### src/rtl/io_mmio_hub_if.sv
// Load/store bus between the CPU data path and the I/O hub.
// The CPU side is the master; rdata is registered inside the hub.
interface io_mmio_hub_if;
  logic        io_sel;
  logic [4:0]  addr;
  logic        rd_en;
  logic        wr_en;
  logic [31:0] wdata;
  logic [31:0] rdata;

  modport master (output io_sel, addr, rd_en, wr_en, wdata, input rdata);
  modport slave  (input io_sel, addr, rd_en, wr_en, wdata, output rdata);
endinterface

### src/rtl/io_mmio_hub.sv
// Memory-mapped switches, confirm button, LEDs and scanned seven-segment banks
// for the single-cycle CPU, with a 1-cycle registered read port.
module io_mmio_hub #(
  parameter int SW_W     = 8,
  parameter int CASE_W   = 4,
  parameter int LED_W    = 8,
  parameter int GROUPS   = 2,
  parameter int SCAN_DIV = 100000
) (
  input  logic                  clk,
  input  logic                  rst_n,
  io_mmio_hub_if.slave          bus,
  input  logic [SW_W-1:0]       sw_data,
  input  logic [CASE_W-1:0]     sw_case,
  input  logic                  confirm,
  output logic [LED_W-1:0]      led,
  output logic [8*GROUPS-1:0]   seg,
  output logic [4*GROUPS-1:0]   sel
);

  localparam int DIGITS = 4 * GROUPS;
  localparam int CNT_W  = $clog2(SCAN_DIV);

  localparam logic [2:0] W_SW_DATA  = 3'd0;
  localparam logic [2:0] W_SW_CASE  = 3'd1;
  localparam logic [2:0] W_CONFIRM  = 3'd2;
  localparam logic [2:0] W_LED      = 3'd3;
  localparam logic [2:0] W_SEG_VAL  = 3'd4;
  localparam logic [2:0] W_SEG_CTRL = 3'd5;

  logic [SW_W-1:0]      sw_data_m, sw_data_s;
  logic [CASE_W-1:0]    sw_case_m, sw_case_s;
  logic                 confirm_m, confirm_s, confirm_d;
  logic                 pending, overrun;
  logic [LED_W-1:0]     led_q;
  logic [16*GROUPS-1:0] seg_val;
  logic                 disp_en;
  logic [DIGITS-1:0]    dp_mask;
  logic [CNT_W-1:0]     scan_cnt;
  logic [1:0]           dig_idx;
  logic                 refresh, disp_on;
  logic [31:0]          rd_mux;
  logic [8*GROUPS-1:0]  seg_nxt;
  logic [4*GROUPS-1:0]  sel_nxt;
  logic [16*GROUPS-1:0] val_sh;
  logic [DIGITS-1:0]    dp_sh;

  wire [2:0] word      = bus.addr[4:2];
  wire       rd_hit    = bus.io_sel & bus.rd_en;
  wire       wr_hit    = bus.io_sel & bus.wr_en;
  wire       conf_edge = confirm_s & ~confirm_d;
  wire       scan_wrap = (scan_cnt == CNT_W'(SCAN_DIV - 1));
  wire       unused_bits = ^{bus.addr[1:0], bus.wdata};

  function automatic logic [6:0] hex7(input logic [3:0] n);
    case (n)
      4'h0: hex7 = 7'h3F;  4'h1: hex7 = 7'h06;  4'h2: hex7 = 7'h5B;  4'h3: hex7 = 7'h4F;
      4'h4: hex7 = 7'h66;  4'h5: hex7 = 7'h6D;  4'h6: hex7 = 7'h7D;  4'h7: hex7 = 7'h07;
      4'h8: hex7 = 7'h7F;  4'h9: hex7 = 7'h6F;  4'hA: hex7 = 7'h77;  4'hB: hex7 = 7'h7C;
      4'hC: hex7 = 7'h39;  4'hD: hex7 = 7'h5E;  4'hE: hex7 = 7'h79;  default: hex7 = 7'h71;
    endcase
  endfunction

  // NOTE: sequential state uses non-blocking assignments so every flop samples
  // pre-edge values; this is also what gives read-before-write on a same-cycle hit.
  always_ff @(posedge clk or negedge rst_n) begin
    if (!rst_n) begin
      sw_data_m <= '0;  sw_data_s <= '0;
      sw_case_m <= '0;  sw_case_s <= '0;
      confirm_m <= 1'b0; confirm_s <= 1'b0; confirm_d <= 1'b0;
    end else begin
      sw_data_m <= sw_data;  sw_data_s <= sw_data_m;
      sw_case_m <= sw_case;  sw_case_s <= sw_case_m;
      confirm_m <= confirm;  confirm_s <= confirm_m; confirm_d <= confirm_s;
    end
  end

  // A clearing read and a new edge in the same cycle leave only pending set.
  always_ff @(posedge clk or negedge rst_n) begin
    if (!rst_n) begin
      pending <= 1'b0;
      overrun <= 1'b0;
    end else if (rd_hit && word == W_CONFIRM) begin
      pending <= conf_edge;
      overrun <= 1'b0;
    end else if (conf_edge) begin
      if (pending) overrun <= 1'b1;
      else         pending <= 1'b1;
    end
  end

  always_ff @(posedge clk or negedge rst_n) begin
    if (!rst_n) begin
      led_q   <= '0;
      seg_val <= '0;
      disp_en <= 1'b0;
      dp_mask <= '0;
    end else if (wr_hit) begin
      case (word)
        W_LED:     led_q   <= bus.wdata[LED_W-1:0];
        W_SEG_VAL: seg_val <= bus.wdata[16*GROUPS-1:0];
        W_SEG_CTRL: begin
          disp_en <= bus.wdata[0];
          dp_mask <= bus.wdata[DIGITS+3:4];
        end
        default: ;
      endcase
    end
  end

  // NOTE: every always_comb output gets a default first so no path infers a latch.
  always_comb begin
    rd_mux = '0;
    case (word)
      W_SW_DATA:  rd_mux[SW_W-1:0]   = sw_data_s;
      W_SW_CASE:  rd_mux[CASE_W-1:0] = sw_case_s;
      W_CONFIRM:  rd_mux[1:0]        = {overrun, pending};
      W_LED:      rd_mux[LED_W-1:0]  = led_q;
      W_SEG_VAL:  rd_mux[16*GROUPS-1:0] = seg_val;
      W_SEG_CTRL: begin
        rd_mux[0]          = disp_en;
        rd_mux[DIGITS+3:4] = dp_mask;
      end
      default: ;
    endcase
  end

  always_ff @(posedge clk or negedge rst_n) begin
    if (!rst_n)      bus.rdata <= '0;
    else if (rd_hit) bus.rdata <= rd_mux;
  end

  // The scan keeps running while the display is disabled so re-enable resumes in place.
  always_ff @(posedge clk or negedge rst_n) begin
    if (!rst_n) begin
      scan_cnt <= '0;
      dig_idx  <= 2'd0;
      refresh  <= 1'b0;
    end else begin
      scan_cnt <= scan_wrap ? '0 : scan_cnt + 1'b1;
      if (scan_wrap) dig_idx <= dig_idx + 2'd1;
      refresh <= scan_wrap;
    end
  end

  always_comb begin
    val_sh  = seg_val >> {dig_idx, 2'b00};
    dp_sh   = dp_mask >> dig_idx;
    seg_nxt = '0;
    sel_nxt = '0;
    for (int b = 0; b < GROUPS; b++) begin
      seg_nxt[8*b +: 8] = {dp_sh[4*b], hex7(val_sh[16*b +: 4])};
      sel_nxt[4*b +: 4] = 4'b0001 << dig_idx;
    end
  end

  // Digits load only at a refresh (or first cycle after enable), so SEG_VAL writes never glitch mid-digit.
  always_ff @(posedge clk or negedge rst_n) begin
    if (!rst_n) begin
      seg     <= '0;
      sel     <= '0;
      disp_on <= 1'b0;
    end else if (!disp_en) begin
      seg     <= '0;
      sel     <= '0;
      disp_on <= 1'b0;
    end else if (refresh || !disp_on) begin
      seg     <= seg_nxt;
      sel     <= sel_nxt;
      disp_on <= 1'b1;
    end
  end

  assign led = led_q;

endmodule

### src/flat_wrapper.sv
// flat-port wrapper written by rule: the top's interface ports become plain ports
module io_mmio_hub_flat 
#(
  parameter int SW_W     = 8,
  parameter int CASE_W   = 4,
  parameter int LED_W    = 8,
  parameter int GROUPS   = 2,
  parameter int SCAN_DIV = 100000
)
  (clk, rst_n, sw_data, sw_case, confirm, led, seg, sel, bus_io_sel, bus_addr, bus_rd_en, bus_wr_en, bus_wdata, bus_rdata);
  io_mmio_hub_if bus_i ();
  input  logic clk;
  input  logic rst_n;
  input  logic [SW_W-1:0] sw_data;
  input  logic [CASE_W-1:0] sw_case;
  input  logic confirm;
  output logic [LED_W-1:0] led;
  output logic [8*GROUPS-1:0] seg;
  output logic [4*GROUPS-1:0] sel;
  input wire logic [$bits(bus_i.io_sel)-1:0] bus_io_sel;
  input wire logic [$bits(bus_i.addr)-1:0] bus_addr;
  input wire logic [$bits(bus_i.rd_en)-1:0] bus_rd_en;
  input wire logic [$bits(bus_i.wr_en)-1:0] bus_wr_en;
  input wire logic [$bits(bus_i.wdata)-1:0] bus_wdata;
  output wire logic [$bits(bus_i.rdata)-1:0] bus_rdata;
  assign bus_i.io_sel = bus_io_sel;
  assign bus_i.addr = bus_addr;
  assign bus_i.rd_en = bus_rd_en;
  assign bus_i.wr_en = bus_wr_en;
  assign bus_i.wdata = bus_wdata;
  assign bus_rdata = bus_i.rdata;
  io_mmio_hub #(.SW_W(SW_W), .CASE_W(CASE_W), .LED_W(LED_W), .GROUPS(GROUPS), .SCAN_DIV(SCAN_DIV)) u_core (.clk(clk), .rst_n(rst_n), .bus(bus_i), .sw_data(sw_data), .sw_case(sw_case), .confirm(confirm), .led(led), .seg(seg), .sel(sel));
endmodule
### config.mk
export PLATFORM = sky130hd
export DESIGN_NAME = io_mmio_hub_flat
export DESIGN_NICKNAME = d
export VERILOG_FILES = /design/src/rtl/io_mmio_hub_if.sv /design/src/rtl/io_mmio_hub.sv /design/src/flat_wrapper.sv
export SDC_FILE = /design/constraint.sdc
export NUM_CORES = 1
export LEC_CHECK = 0
export CAP_MARGIN = 25
export CELL_PAD_IN_SITES_DETAIL_PLACEMENT = 1
export CELL_PAD_IN_SITES_GLOBAL_PLACEMENT = 2
export CORE_ASPECT_RATIO = 2
export CORE_MARGIN = 5
export CORE_UTILIZATION = 29
export CTS_CLUSTER_DIAMETER = 100
export CTS_CLUSTER_SIZE = 8
export DETAILED_ROUTE_END_ITERATION = 8
export PLACE_DENSITY = 0.72
export SLEW_MARGIN = 20
export SYNTH_ARGS = -nofsm -noshare
export SYNTH_HDL_FRONTEND = slang
export SYNTH_SLANG_ARGS = --single-unit
### constraint.sdc
create_clock -name clk -period 2.5 [get_ports clk]
set_input_delay 0.625 -clock clk [delete_from_list [all_inputs] [get_ports clk]]
set_output_delay 0.625 -clock clk [all_outputs]
set_load 0.05 [all_outputs]
==> run metrics <==
Yosys top cell area share a little under three fifths; Layout area overhead 33.5%; first-pass GRT wire length approximately 30000 um; Synth Area in Adders 3.22%; skew final 8.48 ps; # nets final around 730; sequential share of power 39.3%; maximum fanout along the worst path 10; RSZ-0062 raised after global routing no; drt pass-1 iters 4; number of global-route vias before repair approximately 5400; max-cap viol count 0; drt wl/cell between 15 and 20 um; Psw about 2600 uW; routed wire length about 19000 um; layout cell share with drive strength beyond 1 roughly 18%; status completed; Iter 0 DRT Violations around 140; # DRC 0; Period Utilization, post-route between 90% and 100%; P per Cell Area ~900 nW/um2; Synth Area in Simple Gates slightly above 10%; Hold Path Class in2async; pins over their slew limit 0; clk_lat worst skew approximately 420 ps; post-synthesis cell type count between 50 and 60; Post-synth EDFFs 0; switching part of the total power 32.5%; register-to-register setup slack approximately 160 ps; minimum clock period around 2300 ps; post-synthesis average cell area ~12 um2; Placer Congestion 0.839; vias per cell approximately 4.9; final setup violation count 0; Leak 0.00373 uW; CTS resizes 1; cell area after synthesis 6610 um2; Startpoint Class flip-flop; Syn Inst Count between 500 and 600; crit path DAT around 2700 ps; final antenna-violating net count 0; Remaining Overflow, GRT 0; Post-DP HPWL 14200 um; Hold Vio Cnt, Final 0; Worst Max-Slew Pin Slew 523 ps; largest net degree at the start of global routing 47; Syn Nets roughly 600; TritonCTS clock tree done; FP Rows a little under 80; ant diodes 0; internal power roughly 5300 uW; Fin Setup TNS 0 ps; Longest Clk Path Bufs 2; cts hold-fix bufs 0; leading area contributor after synthesis dfrtp_1; starting density of the core 29.3%; Clk network pwr share approximately 34%; most common cell after layout, fill and taps aside dfrtp_1; multiplexer share of the synthesized area between 10% and 20%; # fillers 2402; Async SR Flop Fraction 100%; core footprint 22500 um2; sequential share of the synthesized area 57.2%; IO Pins about 120; gr usage total 15.0%; post-route setup slack between 150 and 200 ps; Post-Synth XOR/XNOR Area under 10%; main combinational cell family by area after synthesis multiplexers; H-tree Lvls 4; Required @ worst endpoint about 2800 ps; flops & latches, synth around 150; most frequent cells in the layout 150 x dfrtp_1, 115 x clkdlybuf4s50_1, 71 x nand2_1; detailed-route via count 4672; Setup CP Type reg2reg; fmax about 0.43 GHz; pre-CTS setup slack -35.5 ps; Logic pwr share approximately a quarter; Synth area leaders dfrtp_1 57%, mux2_2 8.9%, nand2_1 4.0%; post-synthesis compound-gate area fraction 8.61%; CTS sink cnt between 150 and 200; Setup crit end kind flip-flop; die width ~120 um; Die ar. about 26000 um2; post-CTS setup buffers 0; Root Driver clkbuf_16; worst vdd ir about 0.00049 V; Rel. slew slack about two thirds; Synth Flop Type dfrtp_1; Die Y 224 um; Synth Warn # 0; port buffer count around 120; number of CTS-inserted buffers 17; Worst-path clk slew about 60 ps; antenna violations before repair 0
## stage by stage
| step | utilization (%) | area [um2] | power, uW | instances | hold WS [ps] |
|---|---|---|---|---|---|
| detailed placement | 36.4 | 8220 | 5260 | 921 | 336 |
| CTS | 39.1 | 8830 | 7980 | 952 | 131 |
| global placement | 36.4 | 8220 | 5190 | 921 | 333 |
| global route | 39.1 | 8830 | 8230 | 952 | 151 |
| finish | 39.1 | 8830 | 7860 | 952 | 132 |
| floorplan | - | 6610 | 4410 | 531 | 329 |
## layout make-up
cell class / count / area, um2 / area share, %
clock buffers: 19 / 433 / 4.91
flip-flops and latches: 151 / 3780 / 42.8
clock inverters: 12 / 176 / 2.00
well taps: 280 / 350 / 3.97
inverters: 16 / 60.1 / 0.680
repair buffers: 141 / 1410 / 16.0
multi-input cells: 333 / 2610 / 29.6
## synthesized netlist by cell type (4+ instances only)
cell       number
nand2_1        71
a221oi_1        6
xor2_1          4
o2bb2ai_1       7
clkbuf_1       15
nor2_1         28
buf_2           9
o21ai_0        29
and2_1          4
nand3_1        10
inv_1          14
mux4_2          5
a22o_1          7
xnor2_1        12
mux2i_1        10
mux2_2         52
a32o_1          6
ha_1           17
a22oi_1         5
buf_4           4
dfrtp_1       151
mux4_1          7
nor3_1          5
## state kept, by name, summed over array words and instances (netlist names), 4 cells and up
signal,flops
u_core.sw_data_m,8
u_core.sw_case_s,4
u_core.sw_data_s,8
u_core.seg,16
u_core.bus.rdata,32
u_core.dp_mask,8
u_core.sw_case_m,4
u_core.sel,4
u_core.seg_val,32
u_core.scan_cnt,17
u_core.led,8
## power by group through the flow
stage | Sequential (uW) | Clock (uW) | Combinational [uW]
2_1_floorplan | 3640 | 0 | 763
3_3_place_gp | 3120 | 0 | 2070
3_5_place_dp | 3140 | 0 | 2120
4_1_cts | 3100 | 2760 | 2120
5_1_grt | 3140 | 2850 | 2240
6_report | 3090 | 2680 | 2090
## final timing paths
kind / startpoint / end / cells past startpoint
worst max-delay path: u_core.dig_idx[0] / u_core.seg[3] / 6
worst min-delay path: rst_n / u_core.confirm_s / 1
worst max register to register: u_core.dig_idx[0] / u_core.seg[3] / 6
worst min register to register: u_core.confirm_m / u_core.confirm_s / 0
max in group asynchronous: rst_n / u_core.dig_idx[0] / 2
min in group clk: u_core.confirm_m / u_core.confirm_s / 0
## logic make-up (layout without fill, tap and decap cells)
family	after synthesis	in the layout
XOR/XNOR	16	16
adder cells (fa/ha/maj)	17	17
buffers and inverters	47	188
AO/OA/AOI/OAI	79	79
flip-flops	151	151
multiplexers	76	76
AND/OR/NAND/NOR	145	145
## metal layers
metal	global-route usage, %	share of wire [%]	vias to the layer above	routed length, um
met5	0	0	-	0
met4	6.22	3.2	0	591
met3	2.96	3.5	30	649
met2	27.8	57	111	10700
met1	15.9	36	2396	6690
li1	-	-	2135	-
## critical path, cell delays in order (launching register included)
cell	delay (ps)
dfrtp_2	550
mux4_1	750
inv_1	180
ha_1	140
inv_1	50
mux4_2	450
o21ai_0	150
Note: power is estimated with default switching activity, not from simulation.
